[src/rtl/alarm_pkg.sv]
// Shared widths and state encoding for the alarm sequencer slice.
package alarm_pkg;
    localparam int HOUR_W = 5;
    localparam int MIN_W  = 6;
    localparam int SEC_W  = 6;
    localparam int CNT_W  = 12;

    typedef enum logic [1:0] {
        ST_IDLE    = 2'd0,
        ST_ARMED   = 2'd1,
        ST_RINGING = 2'd2,
        ST_SNOOZE  = 2'd3
    } state_t;
endpackage

[src/rtl/alarm_sec_timer.sv]
// Tick-driven seconds counter; done is combinational on the tick that completes `limit` seconds.
// Clear wins over counting; no backpressure, counter never wraps in use.
module alarm_sec_timer
    import alarm_pkg::*;
(
    input  logic             clk,
    input  logic             reset,
    input  logic             tick,
    input  logic             en,
    input  logic             clear,
    input  logic [CNT_W-1:0] limit,
    output logic             done
);
    logic [CNT_W-1:0] count;

    assign done = en & tick & (count == limit - CNT_W'(1));

    always_ff @(posedge clk or negedge reset) begin
        if (!reset) begin
            count <= '0;
        end else if (clear) begin
            count <= '0;
        end else if (en && tick) begin
            count <= count + CNT_W'(1);
        end
    end
endmodule

[src/rtl/alarm_sequencer.sv]
// Alarm FSM (IDLE/ARMED/RINGING/SNOOZE) driving the light/music enable; outputs registered, 1-clk latency.
// ALARM_SNOOZE_EN enables the snooze path; without it SNOOZE is unreachable and snooze outputs tie low.
module alarm_sequencer
    import alarm_pkg::*;
#(
    parameter int SNOOZE_S       = 300,
    parameter int RING_TIMEOUT_S = 600,
    parameter int MAX_SNOOZE     = 3
) (
    input  logic              clk,
    input  logic              reset,
    input  logic              tick_1hz,
    input  logic [HOUR_W-1:0] cur_hour,
    input  logic [MIN_W-1:0]  cur_min,
    input  logic [SEC_W-1:0]  cur_sec,
    input  logic [HOUR_W-1:0] alarm_hour,
    input  logic [MIN_W-1:0]  alarm_min,
    input  logic              arm,
    input  logic              snooze_btn,
    input  logic              stop_btn,
    output logic              turned_on,
    output logic              snoozing,
    output logic              missed,
    output logic [2:0]        snooze_left,
    output logic [1:0]        state
);
    if (SNOOZE_S < 1 || SNOOZE_S > 4095 || RING_TIMEOUT_S < 1 || RING_TIMEOUT_S > 4095 ||
        MAX_SNOOZE < 0 || MAX_SNOOZE > 7) begin : g_param_chk
        $error("alarm_sequencer: parameter out of range");
    end

    state_t           st_q, st_d;
    logic             arm_q;
    logic             match;
    logic             timeout;
    logic             snooze_take;
    logic             event_start;
    logic             tmr_done;
    logic             tmr_en;
    logic             tmr_clr;
    logic [CNT_W-1:0] tmr_limit;

    // Firing only on second 0 keeps a stopped alarm from re-triggering within the minute.
    assign match = tick_1hz & (cur_hour == alarm_hour) & (cur_min == alarm_min) & (cur_sec == '0);

    assign tmr_en    = (st_q == ST_RINGING) | (st_q == ST_SNOOZE);
    assign tmr_clr   = (st_d != st_q);
    assign tmr_limit = (st_q == ST_SNOOZE) ? CNT_W'(SNOOZE_S) : CNT_W'(RING_TIMEOUT_S);

    alarm_sec_timer u_timer (
        .clk   (clk),
        .reset (reset),
        .tick  (tick_1hz),
        .en    (tmr_en),
        .clear (tmr_clr),
        .limit (tmr_limit),
        .done  (tmr_done)
    );

    always_comb begin
        st_d        = st_q;
        timeout     = 1'b0;
        snooze_take = 1'b0;
        event_start = 1'b0;
        case (st_q)
            ST_IDLE: begin
                if (arm) st_d = ST_ARMED;
            end
            ST_ARMED: begin
                if (!arm) begin
                    st_d = ST_IDLE;
                end else if (match) begin
                    st_d        = ST_RINGING;
                    event_start = 1'b1;
                end
            end
            ST_RINGING: begin
                if (!arm) begin
                    st_d = ST_IDLE;
                end else if (stop_btn) begin
                    st_d = ST_ARMED;
`ifdef ALARM_SNOOZE_EN
                end else if (snooze_btn && (snooze_left != 3'd0)) begin
                    st_d        = ST_SNOOZE;
                    snooze_take = 1'b1;
`endif
                end else if (tmr_done) begin
                    st_d    = ST_ARMED;
                    timeout = 1'b1;
                end
            end
            ST_SNOOZE: begin
`ifdef ALARM_SNOOZE_EN
                if (!arm) begin
                    st_d = ST_IDLE;
                end else if (stop_btn) begin
                    st_d = ST_ARMED;
                end else if (tmr_done) begin
                    st_d = ST_RINGING;
                end
`else
                st_d = ST_IDLE;
`endif
            end
            default: st_d = ST_IDLE;
        endcase
    end

    always_ff @(posedge clk or negedge reset) begin
        if (!reset) begin
            st_q      <= ST_IDLE;
            turned_on <= 1'b0;
            snoozing  <= 1'b0;
            missed    <= 1'b0;
            arm_q     <= 1'b0;
        end else begin
            st_q      <= st_d;
            turned_on <= (st_d == ST_RINGING);
            snoozing  <= (st_d == ST_SNOOZE);
            arm_q     <= arm;
            // A timeout in the same cycle as a clear leaves missed set.
            if (timeout) begin
                missed <= 1'b1;
            end else if (stop_btn || (arm_q && !arm)) begin
                missed <= 1'b0;
            end
        end
    end

`ifdef ALARM_SNOOZE_EN
    always_ff @(posedge clk or negedge reset) begin
        if (!reset) begin
            snooze_left <= 3'(MAX_SNOOZE);
        end else if (event_start) begin
            snooze_left <= 3'(MAX_SNOOZE);
        end else if (snooze_take) begin
            snooze_left <= snooze_left - 3'd1;
        end
    end
`else
    logic snooze_unused;
    assign snooze_unused = ^{snooze_btn, event_start, snooze_take};
    assign snooze_left   = 3'd0;
`endif

    assign state = st_q;
endmodule

[config.mk]
export PLATFORM = sky130hd
export DESIGN_NAME = alarm_sequencer
export DESIGN_NICKNAME = d
export VERILOG_FILES = /design/src/rtl/alarm_pkg.sv /design/src/rtl/alarm_sec_timer.sv /design/src/rtl/alarm_sequencer.sv
export SDC_FILE = /design/constraint.sdc
export NUM_CORES = 1
export LEC_CHECK = 0
export CAP_MARGIN = 20
export CORE_ASPECT_RATIO = 0.6
export CORE_UTILIZATION = 50
export CTS_BUF_LIST = sky130_fd_sc_hd__clkbuf_8
export CTS_CLUSTER_DIAMETER = 120
export DETAILED_ROUTE_END_ITERATION = 16
export DONT_BUFFER_PORTS = 1
export SYNTH_ARGS = -nofsm -noshare
export SYNTH_HDL_FRONTEND = slang
export SYNTH_SLANG_ARGS = --single-unit
[constraint.sdc]
create_clock -name clk -period 2.5 [get_ports clk]
set_input_delay 0.25 -clock clk [delete_from_list [all_inputs] [get_ports clk]]
set_output_delay 0.25 -clock clk [all_outputs]
set_load 0.03 [all_outputs]
==> flow_summary.toml, run 1 <==
[status]
status = "finished clean"

[floorplan]
dieArea_um2 = 2400
initial_core_util_pct = 56.4
row_count = 12
core_um2 = 1950
die_h_um = 38.4
pin_count = 42
die_w_um = 62.6

[timing]
worst_pin_slew_ps = 805
fin_skew_ps = 4.41
finalCritPeriodShare_pct = 74.4
worst_slack_ps = 641
relSlewSlack_pct = 46.2
slew_violations = 0
fmax_mhz = 538
rsz0062_at_grt = "no"
hold_viol = 0
post-route-min-period_ps = 1860
finalSetupTns_ps = 0
holdWs_ps = 21.2
setup_violations = 0

[cells_and_area]
final_util_pct = 60.2
final_cell_mix = "18 x dfrtp_1, 15 x xnor2_1, 10 x nand2_1"
n_fill_cell = 164
diodes = 0
flow.area_growth_from_synthesis_pct = 6.70
nNetsFinal = 152
final_common_cell = "dfrtp_1"
post_route_cells_drive_above_1_share_pct = 14.8

[pwr]
power.switching_w = 0.000126
power_density_nw_per_um2 = 467
power.switching_fraction_pct = 23.0
p_leak_nw = 0.464
power_frac_clock_pct = 36.1
power_w = 0.000548
internal_power_w = 0.000423
p_seq_share_pct = 54.2
irDropWorstVdd_mv = 0.253
combPwrFrac_pct = 9.8

[min_path]
hold_path.class = "in2reg"

[route]
drtAntennaViolNets = 0
vias_per_cell = 5.49
drtIter0Drc = 20
vias = 785
drt_wl_total_um = 2080
dr.pass1.iters = 4
wire_per_inst_um = 14.5
drc = 0

[setup_path]
crit_arrival_ps = 1980
slowest_stage = "or4_1"
cp-end-kind = "register"
worst-setup-path-type = "reg2reg"
max_stage_delay_ps = 450
worstSetupStartpointType = "register"
cp.required_ps = 2620
critical_path_buf_inv_count = 1
crit_path_max_fanout = 14
critPathTopFamily = "simple AND/OR/NAND/NOR gates"
cp_cell_sequence = "ha_1 -> nand3_1 -> or4_1 -> a21oi_2 -> or4_1 -> buf_4 -> o21ai_1"
crit_top_cell = "or4_1"

[cts]
tritoncts = "yes"
cts_setup_buffers = 0
postCtsHoldBufs = 1
cts_buffers = 3
htree_levels = 1
cts_buffer_depth = 2
clockRootBuffer = "clkbuf_8"
clk_pin_slew_ps = 70
cts_sinks = 18
post_cts_resized = 0
clock_latency_ps = 250

[flow_run]
maxCapViolCount = 0

[global_routing]
overflow = 0
grt_pass1_vias = 725
antenna_found_initial = 0
grt_util_all_layers_pct = 19.9
grt_pass1_wl_um = 3420
grt_max_degree = 19

[synthesis]
syn_area_per_cell_um2 = 9.92
ys_seq_area_share_pct = 40.9
syn_area_um2 = 1100
synth-seq-cells = 18
yosysUniqueCellTypes = 31
synth_cells = 111
yosysWarnings = 0

[place]
hpwl_um = 1600
io_buffers = 0
gp_congestion = 0.804
place_ws_ps = 646
per-layer routing:
metal	global-route usage, %	share of wire [%]
met1	25.7	50
met2	32.3	43
met3	5.95	5.9
met4	6.98	0.87
met5	0	0
worst register-to-register path, delay by kind of cell (launching register included):
family	cells	cell delay (ps)
AO/OA/AOI/OAI	2	280
adder cells (fa/ha/maj)	1	160
flip-flops	1	380
AND/OR/NAND/NOR	3	700
buffers and inverters	1	220
cells by family after synthesis:
| kind of cell | Yosys count | share of synthesized area [%] |
|---|---|---|
| AOI/OAI and AO/OA | 19 | 12.5 |
| xor gates and xnor gates | 22 | 17.5 |
| adders and majority gates | 1 | 1.14 |
| buffers and inverters | 8 | 5.23 |
| DFF | 18 | 40.9 |
| muxes | 1 | 0.909 |
| other | 1 | 0.341 |
| and+or+nand+nor | 41 | 21.5 |
per-stage QoR:
step,instance area (um^2),cells
after floorplan,1110,114
after global placement,1120,139
after detailed placement,1120,139
after CTS,1170,143
after global routing,1170,143
final,1170,143
state kept, by name (all words and copies together) (netlist names):
name / flops
state: 2
u_timer.count: 12
arm_q: 1
turned_on: 1
missed: 1
snoozing: 1
cells in the mapped netlist (all sizes together):
master	n	area, um^2
a21o	1	7.51
nor2b	2	12.5
inv	1	3.75
and3	4	25.0
nand4	4	25.0
nor4b	1	8.76
buf	7	53.8
or3	1	6.26
xnor2	15	131
mux2i	1	10.0
dfrtp	18	450
or4	2	15.0
o31a	1	8.76
xor2	7	61.3
nand2	10	37.5
ha	1	12.5
o21ai	3	15.0
and2	1	6.26
conb	1	3.75
a21oi	13	98.9
nor4	1	12.5
a22oi	1	7.51
nand2b	2	12.5
nor3	1	5.00
nand3	5	25.0
nor2	4	15.0
nor4bb	3	30.0
power groups by stage:
stage	clock network, W	registers, W	logic, W
2_1_floorplan	0	0.000304	0.0000432
3_3_place_gp	0	0.000302	0.0000462
3_5_place_dp	0	0.000303	0.0000472
4_1_cts	0.000204	0.000297	0.0000545
5_1_grt	0.000211	0.000297	0.0000592
6_report	0.000198	0.000297	0.0000536
worst paths after layout:
| check | from | end | slack (ps) | cells after the start |
|---|---|---|---|---|
| worst max-delay path | u_timer.count[0] | state[1] | 640 | 7 |
| worst min-delay path | arm | arm_q | 20 | 0 |
| worst max register to register | u_timer.count[0] | state[1] | 640 | 7 |
| worst min register to register | u_timer.count[11] | u_timer.count[11] | 590 | 2 |
| max in group asynchronous | reset | u_timer.count[4] | 1470 | 1 |
| min in group asynchronous | reset | arm_q | 530 | 1 |
cell type report:
type                       count  area (um^2)  area share, %
sequential                    18          450           38.3
clock buffer                   3         41.3           3.51
inverter                       1         3.75          0.319
timing repair buffer           5         40.0           3.41
tap                           28         35.0           2.98
multi-input combinational     88          604           51.4
No activity file was read; power rests on OpenSTA's default activity.
==> run 2, diff against run 1 <==
- PLACE_DENSITY: unset -> 0.68
- clock period: 2.5 -> 1.6 ns (I/O delays scaled with it)
==> flow_summary.toml, run 2 (synthesis results as in run 1) <==
[route]
dr.pass1.iters = 4
wire_per_inst_um = 15.6
vias = 888
vias_per_cell = 5.35
drc = 0
drtAntennaViolNets = 0
drtIter0Drc = 38
drt_wl_total_um = 2590

[setup_path]
worst-setup-path-type = "reg2reg"
cp-end-kind = "register"
crit_path_max_fanout = 14
r2r_cells = 7
max_stage_delay_ps = 440
rrSetupSlack_ps = -80
crit_arrival_ps = 1820
r2r-start = "u_timer.count[0]"
cp.required_ps = 1740
critPathTopFamily = "simple AND/OR/NAND/NOR gates"
crit_top_cell = "or4_4"
cp_cell_sequence = "ha_2 -> nand3_2 -> or4_4 -> a21oi_4 -> or4_4 -> buf_12 -> a21oi_1"
worstSetupStartpointType = "register"
slowest_stage = "or4_4"
critical_path_buf_inv_count = 1
rr_endpoint = "u_timer.count[1]"

[floorplan]
dieArea_um2 = 2400
die_h_um = 38.4
core_um2 = 1950
die_w_um = 62.6
pin_count = 42
row_count = 12
initial_core_util_pct = 56.4

[timing]
post-route-min-period_ps = 1680
finalSetupTns_ps = -985
holdWs_ps = 49.4
hold_viol = 0
fmax_mhz = 594
finalCritPeriodShare_pct = 105
relSlewSlack_pct = 45.7
setup_violations = 15
slew_violations = 0
worst_slack_ps = -82.2
worst_pin_slew_ps = 812
rsz0062_at_grt = "yes"
fin_skew_ps = 8.58

[min_path]
hp-start = "stop_btn"
min_path_cells = 2
hold_path.class = "in2reg"
min_to = "state[0]"

[global_routing]
use_met1_pct = 29.4
grt_pass1_wl_um = 4270
grt_util_all_layers_pct = 25.4
overflow = 0
antenna_found_initial = 0
grt_pass1_vias = 881
top_usage_layer = "met2"
grt_max_degree = 19
grt_use_met3_pct = 6.25
grtUsageMet2_pct = 46.7

[pwr]
irDropWorstVdd_mv = 0.401
power_w = 0.000892
p_leak_nw = 0.592
power_density_nw_per_um2 = 631

[cts]
cts_buffer_depth = 2
clk_pin_slew_ps = 70
clock_latency_ps = 260
htree_levels = 1
clockRootBuffer = "clkbuf_8"
tritoncts = "yes"
cts_buffers = 3
cts_sinks = 18

[place]
io_buffers = 0
hpwl_um = 1840
gp_congestion = 0.741
dp_cells = 158

[cells_and_area]
final_cell_mix = "21 x buf_4, 16 x dfrtp_1, 15 x xnor2_1"
flow.area_growth_from_synthesis_pct = 28.5
instances_no_fill = 166
largest_register_ffs = 12
nNetsFinal = 174
diodes = 0
final_common_cell = "buf_4"
post_route_cells_drive_above_1_share_pct = 33.3
regMostFlops = "u_timer.count"

[status]
violations = "setup timing"
status = "finished, violations left"

[flow_run]
maxCapViolCount = 0
## run 2: through the flow
stage	util (%)	worst slack (ps)	instance area, um^2
2_1_floorplan	-	-120	1130
4_1_cts	70.9	-67.0	1380
5_1_grt	72.5	-140	1420
6_report	72.5	-82.2	1420
3_3_place_gp	66.7	-80.5	1300
3_5_place_dp	66.7	-113	1300
## run 2: worst max path at each step
| stage | startpoint | to | slack (ps) | cells after the start |
|---|---|---|---|---|
| final | u_timer.count[0] | u_timer.count[1] | -80 | 7 |
| after global routing | u_timer.count[0] | turned_on | -140 | 7 |
| after CTS | u_timer.count[0] | u_timer.count[1] | -70 | 7 |
| after detailed placement | u_timer.count[0] | u_timer.count[1] | -110 | 7 |
| after global placement | u_timer.count[0] | turned_on | -80 | 7 |
| after floorplan | u_timer.count[0] | state[1] | -120 | 8 |
## run 2: timing repair
item,CTS,global route
pin swaps,0,1
setup buffers,0,1
setup endpoints to repair,14,15
hold endpoints to repair,20,0
resized for setup,2,5
hold buffers,3,0
gates cloned,0,0
## run 2: layout make-up
type,count,area (um^2)
inverters,1,3.75
well taps,28,35.0
flip-flops and latches,18,453
repair buffers,27,239
clock inverters,1,3.75
fillers,168,537
multi-input cells,88,639
clock buffers,3,41.3
## run 2: report_power, final
group | internal (W) | switching, W
clock network | 0.000171 | 0.000156
logic | 0.0000446 | 0.0000552
registers | 0.000459 | 0.00000580
total | 0.000675 | 0.000217
## run 2: metal layers
metal  vias up  routed length (um)
li1        431                   -
met1       430                1150
met2        23                1310
met3         4                  95
met4         0                  38
met5         -                   0
==> RTL edit 1: new RTL, settings of run 2 <==
The package constant `MIN_W` goes from 6 to 4.
--- a/src/rtl/alarm_pkg.sv
+++ b/src/rtl/alarm_pkg.sv
@@ -3,3 +3,3 @@
     localparam int HOUR_W = 5;
-    localparam int MIN_W  = 6;
+    localparam int MIN_W  = 4;
     localparam int SEC_W  = 6;
Interface: changed (resized alarm_min and cur_min); port bits go from 42 to 38. The function was not compared with the original's and may differ.
==> RTL edit 1 against run 2 <==
  * The flow still finishes with violations (negative setup slack)
  * Sequential share of layout area increased by 0.78 points
  * Synthesized area decreased by 1.9%
  * Worst setup slack improved by 0.043 ns
  * Total power increased by 2.5%
  * Worst hold slack got worse by 0.00076 ns
  * Final area decreased by 2.4%
  * Routed wire length decreased by 11%
  * Sequential cell count unchanged
  * Critical endpoint is now u_timer.count[2]$_DFFE_PN0P_
==> RTL edit 1: results (changes against run 2) <==
worst hold-check path type -> in2reg (unchanged)
CTS H-tree depth -> 1 (unchanged)
Async SR Flop Fraction -> 100% (unchanged)
setup ws final -> -0.0391 ns (was -0.0822 ns)
first-pass GRT wire length -> 3.47 mm (was 4.27 mm)
Clock Latency Late Sink -> 0.25 ns
max_slew headroom -> 46.9% (was 45.7%)
Max VDD drop -> 0.558 mV (was 0.401 mV)
pre-CTS WS -> -0.182 ns (was -0.113 ns)
share of layout cells above drive strength 1 -> 36.4% (was 33.3%)
CP max stage delay -> 0.42 ns (was 0.44 ns)
Pre-antenna DRT Iters -> 4 (unchanged)
failing checks -> negative setup slack (unchanged)
Biggest register -> u_timer.count (unchanged)
final setup fails -> 11 (was 15)
Seq/Total Area, Yosys -> 41.7% (was 40.9%)
Netlist cell types -> 31 (unchanged)
number of buffers created by CTS -> 3 (unchanged)
vias per cell -> 5.35 (about the same)
Largest register FFs -> 12 (unchanged)
clk_skew -> 0.00762 ns (was 0.00858 ns)
DP HPWL -> 1.63 mm (was 1.84 mm)
routed len/inst -> 14.7 um (was 15.6 um)
Yosys warnings -> 0 (unchanged)
synth top area cells -> dfrtp_1 42%, xnor2_1 9.7%, a21oi_2 7.3% (was dfrtp_1 41%, xnor2_1 12%, a21oi_2 7.2%)
leakage power -> 0.000570 uW (was 0.000592 uW)
critical path's slowest cell -> or3_4 (was or4_4)
Critical Path Fanout Max -> 6 (was 14)
IO Port Bufs -> 0 (unchanged)
placer's final routability congestion estimate -> 0.782 (was 0.741)
Post-synth top flop -> dfrtp_1 (unchanged)
fin nets -> 161 (was 174)
clock-pin slew on the worst setup and hold paths -> 0.07 ns (about the same)
diodes inserted -> 0 (unchanged)
vias in the first global route -> 783 (was 881)
largest net degree at the start of global routing -> 19 (unchanged)
outcome -> finished, violations left (unchanged)
most instantiated cells after synthesis -> 18 x dfrtp_1, 12 x xnor2_1, 9 x a21oi_2, 8 x nand2_1, 8 x xor2_1 (was 18 x dfrtp_1, 15 x xnor2_1, 10 x nand2_1, 9 x a21oi_2, 7 x xor2_1)
CTS max path bufs -> 2 (unchanged)
setup_tns -> -0.243 ns (was -0.985 ns)
Starting DRT DRC Count -> 17 (was 38)
initial antenna violation count -> 0 (unchanged)
clock root buffer -> clkbuf_8 (unchanged)
GRT Util Overall -> 21.3% (was 25.4%)
Arr. time, crit path -> 1.82 ns (about the same)
==> RTL edit 1: changes by cell type in the layout (fill, tap and decap cells not counted), sizes merged, moves of 2 or more <==
cell	before	now
nor3	1	4
buf	24	18
clkbuf	3	5
and4bb	0	4
or4	2	0
nor4bb	3	0
nor2b	2	0
xnor2	15	12
nand4	4	2
a211oi	0	2
==> RTL edit 1: logic make-up after synthesis <==
group	after synthesis	share of synthesized area, %
compound gates	19	13.1
xor+xnor	20	16.2
fa+ha+maj	1	1.16
buf+inv	7	4.63
flops	18	41.7
mux	1	0.927
other cells	1	0.347
simple gates	39	21.9
==> RTL edit 1: final cells by class <==
type,count,area [um2]
Clock buffer,4,55.1
Fill cell,146,556
Inverter,1,3.75
Multi-Input combinational cell,84,632
Sequential cell,18,453
Tap cell,28,35.0
Timing Repair Buffer,22,203
==> RTL edit 1: metrics by stage <==
stage / cells / instance area (um2)
detailed placement: 148 / 1220
finish: 157 / 1380
global placement: 148 / 1220
floorplan: 109 / 1100
CTS: 155 / 1310
global route: 157 / 1380
==> RTL edit 1: power by group <==
| part | total [uW] | internal (uW) | switching (uW) |
|---|---|---|---|
| Clock | 370 | 219 | 152 |
| Combinational | 80.7 | 32.4 | 48.3 |
| Sequential | 464 | 459 | 4.64 |
| Total | 915 | 710 | 205 |
==> RTL edit 1: final timing paths <==
check                                                to                          from  depth (start not counted)  slack, ns
max                        u_timer.count[2]$_DFFE_PN0P_  u_timer.count[1]$_DFFE_PN0P_                          7      -0.04
min                                  missed$_DFFE_PN0P_                           arm                          2       0.05
min reg2reg                          missed$_DFFE_PN0P_               arm_q$_DFF_PN0_                          1       0.42
min in group asynchronous           turned_on$_DFF_PN0_                         reset                          1       0.43
max reg2reg                u_timer.count[2]$_DFFE_PN0P_  u_timer.count[1]$_DFFE_PN0P_                          7      -0.04
max in group asynchronous            state[0]$_DFF_PN0_                         reset                          1       0.63
==> RTL edit 1: routing by layer <==
metal	vias to the layer above	global-route usage (%)	wire, um
met5	-	0	0
met4	0	3.33	11
met3	2	6.08	62
met2	12	36.4	1120
met1	411	27.2	1110
li1	415	-	-
==> RTL edit 1: critical path: cells and delay by family (launching register included) <==
| family | cells | cell delay (ns) |
|---|---|---|
| and+or+nand+nor | 3 | 0.66 |
| DFF | 1 | 0.39 |
| adders and majority gates | 1 | 0.19 |
| buffers and inverters | 1 | 0.18 |
| AOI/OAI and AO/OA | 2 | 0.16 |
==> RTL edit 1: repair_timing <==
item | 4_1_cts | 5_1_grt
gates cloned | 0 | 1
hold buffers | 3 | 0
buffers inserted | 0 | 1
resized for setup | 2 | 8
pin swaps | 0 | 1
setup endpoints to repair | 12 | 12
hold endpoints to repair | 20 | 0
==> RTL edit 2: new RTL, settings of run 2 <==
Without the edit above. Register the inputs `tick_1hz`, `cur_hour`, `cur_min`, `cur_sec`, `alarm_hour` and `alarm_min` before use, without a reset. The logic sees them one clock later. The other inputs are not delayed to match.
--- a/src/rtl/alarm_sequencer.sv
+++ b/src/rtl/alarm_sequencer.sv
@@ -26,2 +26,19 @@
 );
+
+    logic tick_1hz_q;
+    logic [HOUR_W-1:0] cur_hour_q;
+    logic [MIN_W-1:0] cur_min_q;
+    logic [SEC_W-1:0] cur_sec_q;
+    logic [HOUR_W-1:0] alarm_hour_q;
+    logic [MIN_W-1:0] alarm_min_q;
+
+    always_ff @(posedge clk) begin
+        tick_1hz_q   <= tick_1hz;
+        cur_hour_q   <= cur_hour;
+        cur_min_q    <= cur_min;
+        cur_sec_q    <= cur_sec;
+        alarm_hour_q <= alarm_hour;
+        alarm_min_q  <= alarm_min;
+    end
+
     if (SNOOZE_S < 1 || SNOOZE_S > 4095 || RING_TIMEOUT_S < 1 || RING_TIMEOUT_S > 4095 ||
@@ -43,3 +60,3 @@
     // Firing only on second 0 keeps a stopped alarm from re-triggering within the minute.
-    assign match = tick_1hz & (cur_hour == alarm_hour) & (cur_min == alarm_min) & (cur_sec == '0);
+    assign match = tick_1hz_q & (cur_hour_q == alarm_hour_q) & (cur_min_q == alarm_min_q) & (cur_sec_q == '0);
 
@@ -52,3 +69,3 @@
         .reset (reset),
-        .tick  (tick_1hz),
+        .tick  (tick_1hz_q),
         .en    (tmr_en),
Check against the original RTL: not equivalent (Yosys sat finds a counterexample within 4 cycles, from zero or initial values and one cycle with reset low).
==> RTL edit 2 against run 2 <==
  * The flow still finishes with violations (negative setup slack)
  * Clock skew fell by 0.0048 ns
  * Final area rose by 64%
  * Sequential cell count rose by 29
  * Routed wire length rose by 31%
  * Total power rose by 130%
  * Worst setup slack improved by 0.045 ns
  * Synthesized area rose by 49%
==> RTL edit 2: results (changes against run 2) <==
GRT Util Overall -> 21.5% (was 25.4%)
CP max stage delay -> 0.42 ns (was 0.44 ns)
largest net degree at the start of global routing -> 19 (unchanged)
most instantiated cells after synthesis -> 29 x dfxtp_1, 18 x dfrtp_1, 15 x a21oi_1, 15 x xnor2_1, 8 x nand2_1 (was 18 x dfrtp_1, 15 x xnor2_1, 10 x nand2_1, 9 x a21oi_2, 7 x xor2_1)
Max VDD drop -> 0.815 mV (was 0.401 mV)
Largest register FFs -> 12 (unchanged)
Starting DRT DRC Count -> 41 (was 38)
dpl cells -> 191 (was 158)
final setup fails -> 4 (was 15)
clock root buffer -> clkbuf_8 (unchanged)
Async SR Flop Fraction -> 38.3% (was 100%)
initial antenna violation count -> 0 (unchanged)
first-pass GRT wire length -> 5.42 mm (was 4.27 mm)
vias per cell -> 4.99 (was 5.35)
Critical Path Fanout Max -> 5 (was 14)
number of buffers created by CTS -> 5 (was 3)
CP top delay family -> simple AND/OR/NAND/NOR gates (unchanged)
Seq/Total Area, Yosys -> 62.9% (was 40.9%)
Cell Count, Final, Fillers Out -> 233 (was 166)
setup ws final -> -0.0367 ns (was -0.0822 ns)
Pre-antenna DRT Iters -> 4 (unchanged)
max_slew headroom -> 42.2% (was 45.7%)
critical path's slowest cell -> or4_4 (unchanged)
outcome -> finished, violations left (unchanged)
Worst R2R Path Depth -> 6 (was 7)
Post-synth top flop -> dfxtp_1 (was dfrtp_1)
CTS H-tree depth -> 2 (was 1)
IO Port Bufs -> 0 (unchanged)
synth top area cells -> dfxtp_1 35%, dfrtp_1 27%, xnor2_1 8.0% (was dfrtp_1 41%, xnor2_1 12%, a21oi_2 7.2%)
Netlist cell types -> 33 (was 31)
failing checks -> negative setup slack (unchanged)
worst hold-check path type -> in2reg (unchanged)
fin nets -> 225 (was 174)
Yosys warnings -> 0 (unchanged)
diodes inserted -> 0 (unchanged)
clk_skew -> 0.00376 ns (was 0.00858 ns)
Clock Latency Late Sink -> 0.29 ns (was 0.26 ns)
CTS max path bufs -> 2 (unchanged)
final wirelength -> 3.40 mm (was 2.59 mm)
share of layout cells above drive strength 1 -> 27.7% (was 33.3%)
Biggest register -> u_timer.count (unchanged)
vias in the first global route -> 1176 (was 881)
clock-pin slew on the worst setup and hold paths -> 0.08 ns
pre-CTS WS -> -0.0825 ns (was -0.113 ns)
DP HPWL -> 2.11 mm (was 1.84 mm)
leakage power -> 0.000967 uW (was 0.000592 uW)
Arr. time, crit path -> 1.86 ns (was 1.82 ns)
placer's final routability congestion estimate -> 0.784 (was 0.741)
Hold Path Cell Cnt -> 1 (was 2)
synthesized instance count -> 139 (was 111)
RTL edit 2: cell types whose count changed after synthesis, moves of 2 or more:
cell / run 2 / this run
nand2b_1: 2 / 0
inv_1: 1 / 3
nor2_1: 4 / 2
a21oi_1: 4 / 15
nand2_1: 10 / 8
a21oi_2: 9 / 0
a21boi_0: 0 / 2
o21ai_1: 2 / 0
dfxtp_1: 0 / 29
RTL edit 2: cell type report:
cell class	instances	area, um2
flip-flops and latches	47	1050
multi-input cells	87	691
fillers	184	661
repair buffers	46	438
clock buffers	5	68.8
well taps	42	52.6
clock inverters	3	15.0
inverters	3	11.3
RTL edit 2: what timing repair did:
item	in CTS	in global routing
hold endpoints to repair	51	0
cloned	1	0
pin swaps	7	9
setup buffers	1	0
gates resized for setup	7	24
endpoints found under the setup margin	14	16
hold buffers	32	0
RTL edit 2: layer usage:
| layer | vias up | global-route usage, % | routed length, um | part of all wire (%) |
|---|---|---|---|---|
| met2 | 36 | 37.3 | 1620 | 48 |
| met4 | 0 | 9.23 | 29 | 0.85 |
| met3 | 4 | 6.73 | 166 | 4.9 |
| met5 | - | 0 | 0 | 0 |
| met1 | 556 | 25.7 | 1580 | 47 |
| li1 | 566 | - | - | - |
RTL edit 2: kinds of logic after synthesis:
group	share of synthesized area, %
buffers and inverters	3.05
other	0.229
flip-flops	62.9
XOR/XNOR	11.8
AND/OR/NAND/NOR	13.4
multiplexers	0.611
AO/OA/AOI/OAI	7.25
adder cells (fa/ha/maj)	0.763
RTL edit 2: path summary, 6_finish.rpt:
| check | start | end | slack [ns] |
|---|---|---|---|
| min | arm | state[1]$_DFF_PN0_ | 0.02 |
| min in group asynchronous | reset | turned_on$_DFF_PN0_ | 0.42 |
| max reg2reg | u_timer.count[1]$_DFFE_PN0P_ | missed$_DFFE_PN0P_ | -0.04 |
| min reg2reg | u_timer.count[11]$_DFFE_PN0P_ | u_timer.count[11]$_DFFE_PN0P_ | 0.59 |
| max | u_timer.count[1]$_DFFE_PN0P_ | missed$_DFFE_PN0P_ | -0.04 |
| max in group asynchronous | reset | state[1]$_DFF_PN0_ | 0.59 |
RTL edit 2: stage by stage:
step	cell area [um2]	setup TNS [ns]	utilization, %	total power (uW)
finish	2320	-0.0442	77.9	2070
global placement	1790	-0.478	59.8	1340
CTS	2240	-0.0684	75.1	2070
global route	2320	-1.22	77.9	2170
detailed placement	1790	-0.831	59.8	1340
floorplan	1670	0	-	1320
RTL edit 2: report_power, final:
part / switching [uW] / internal (uW) / total (uW)
clock: 362 / 300 / 662
combinational: 60.8 / 101 / 162
sequential: 27.7 / 1220 / 1250
total: 451 / 1620 / 2070
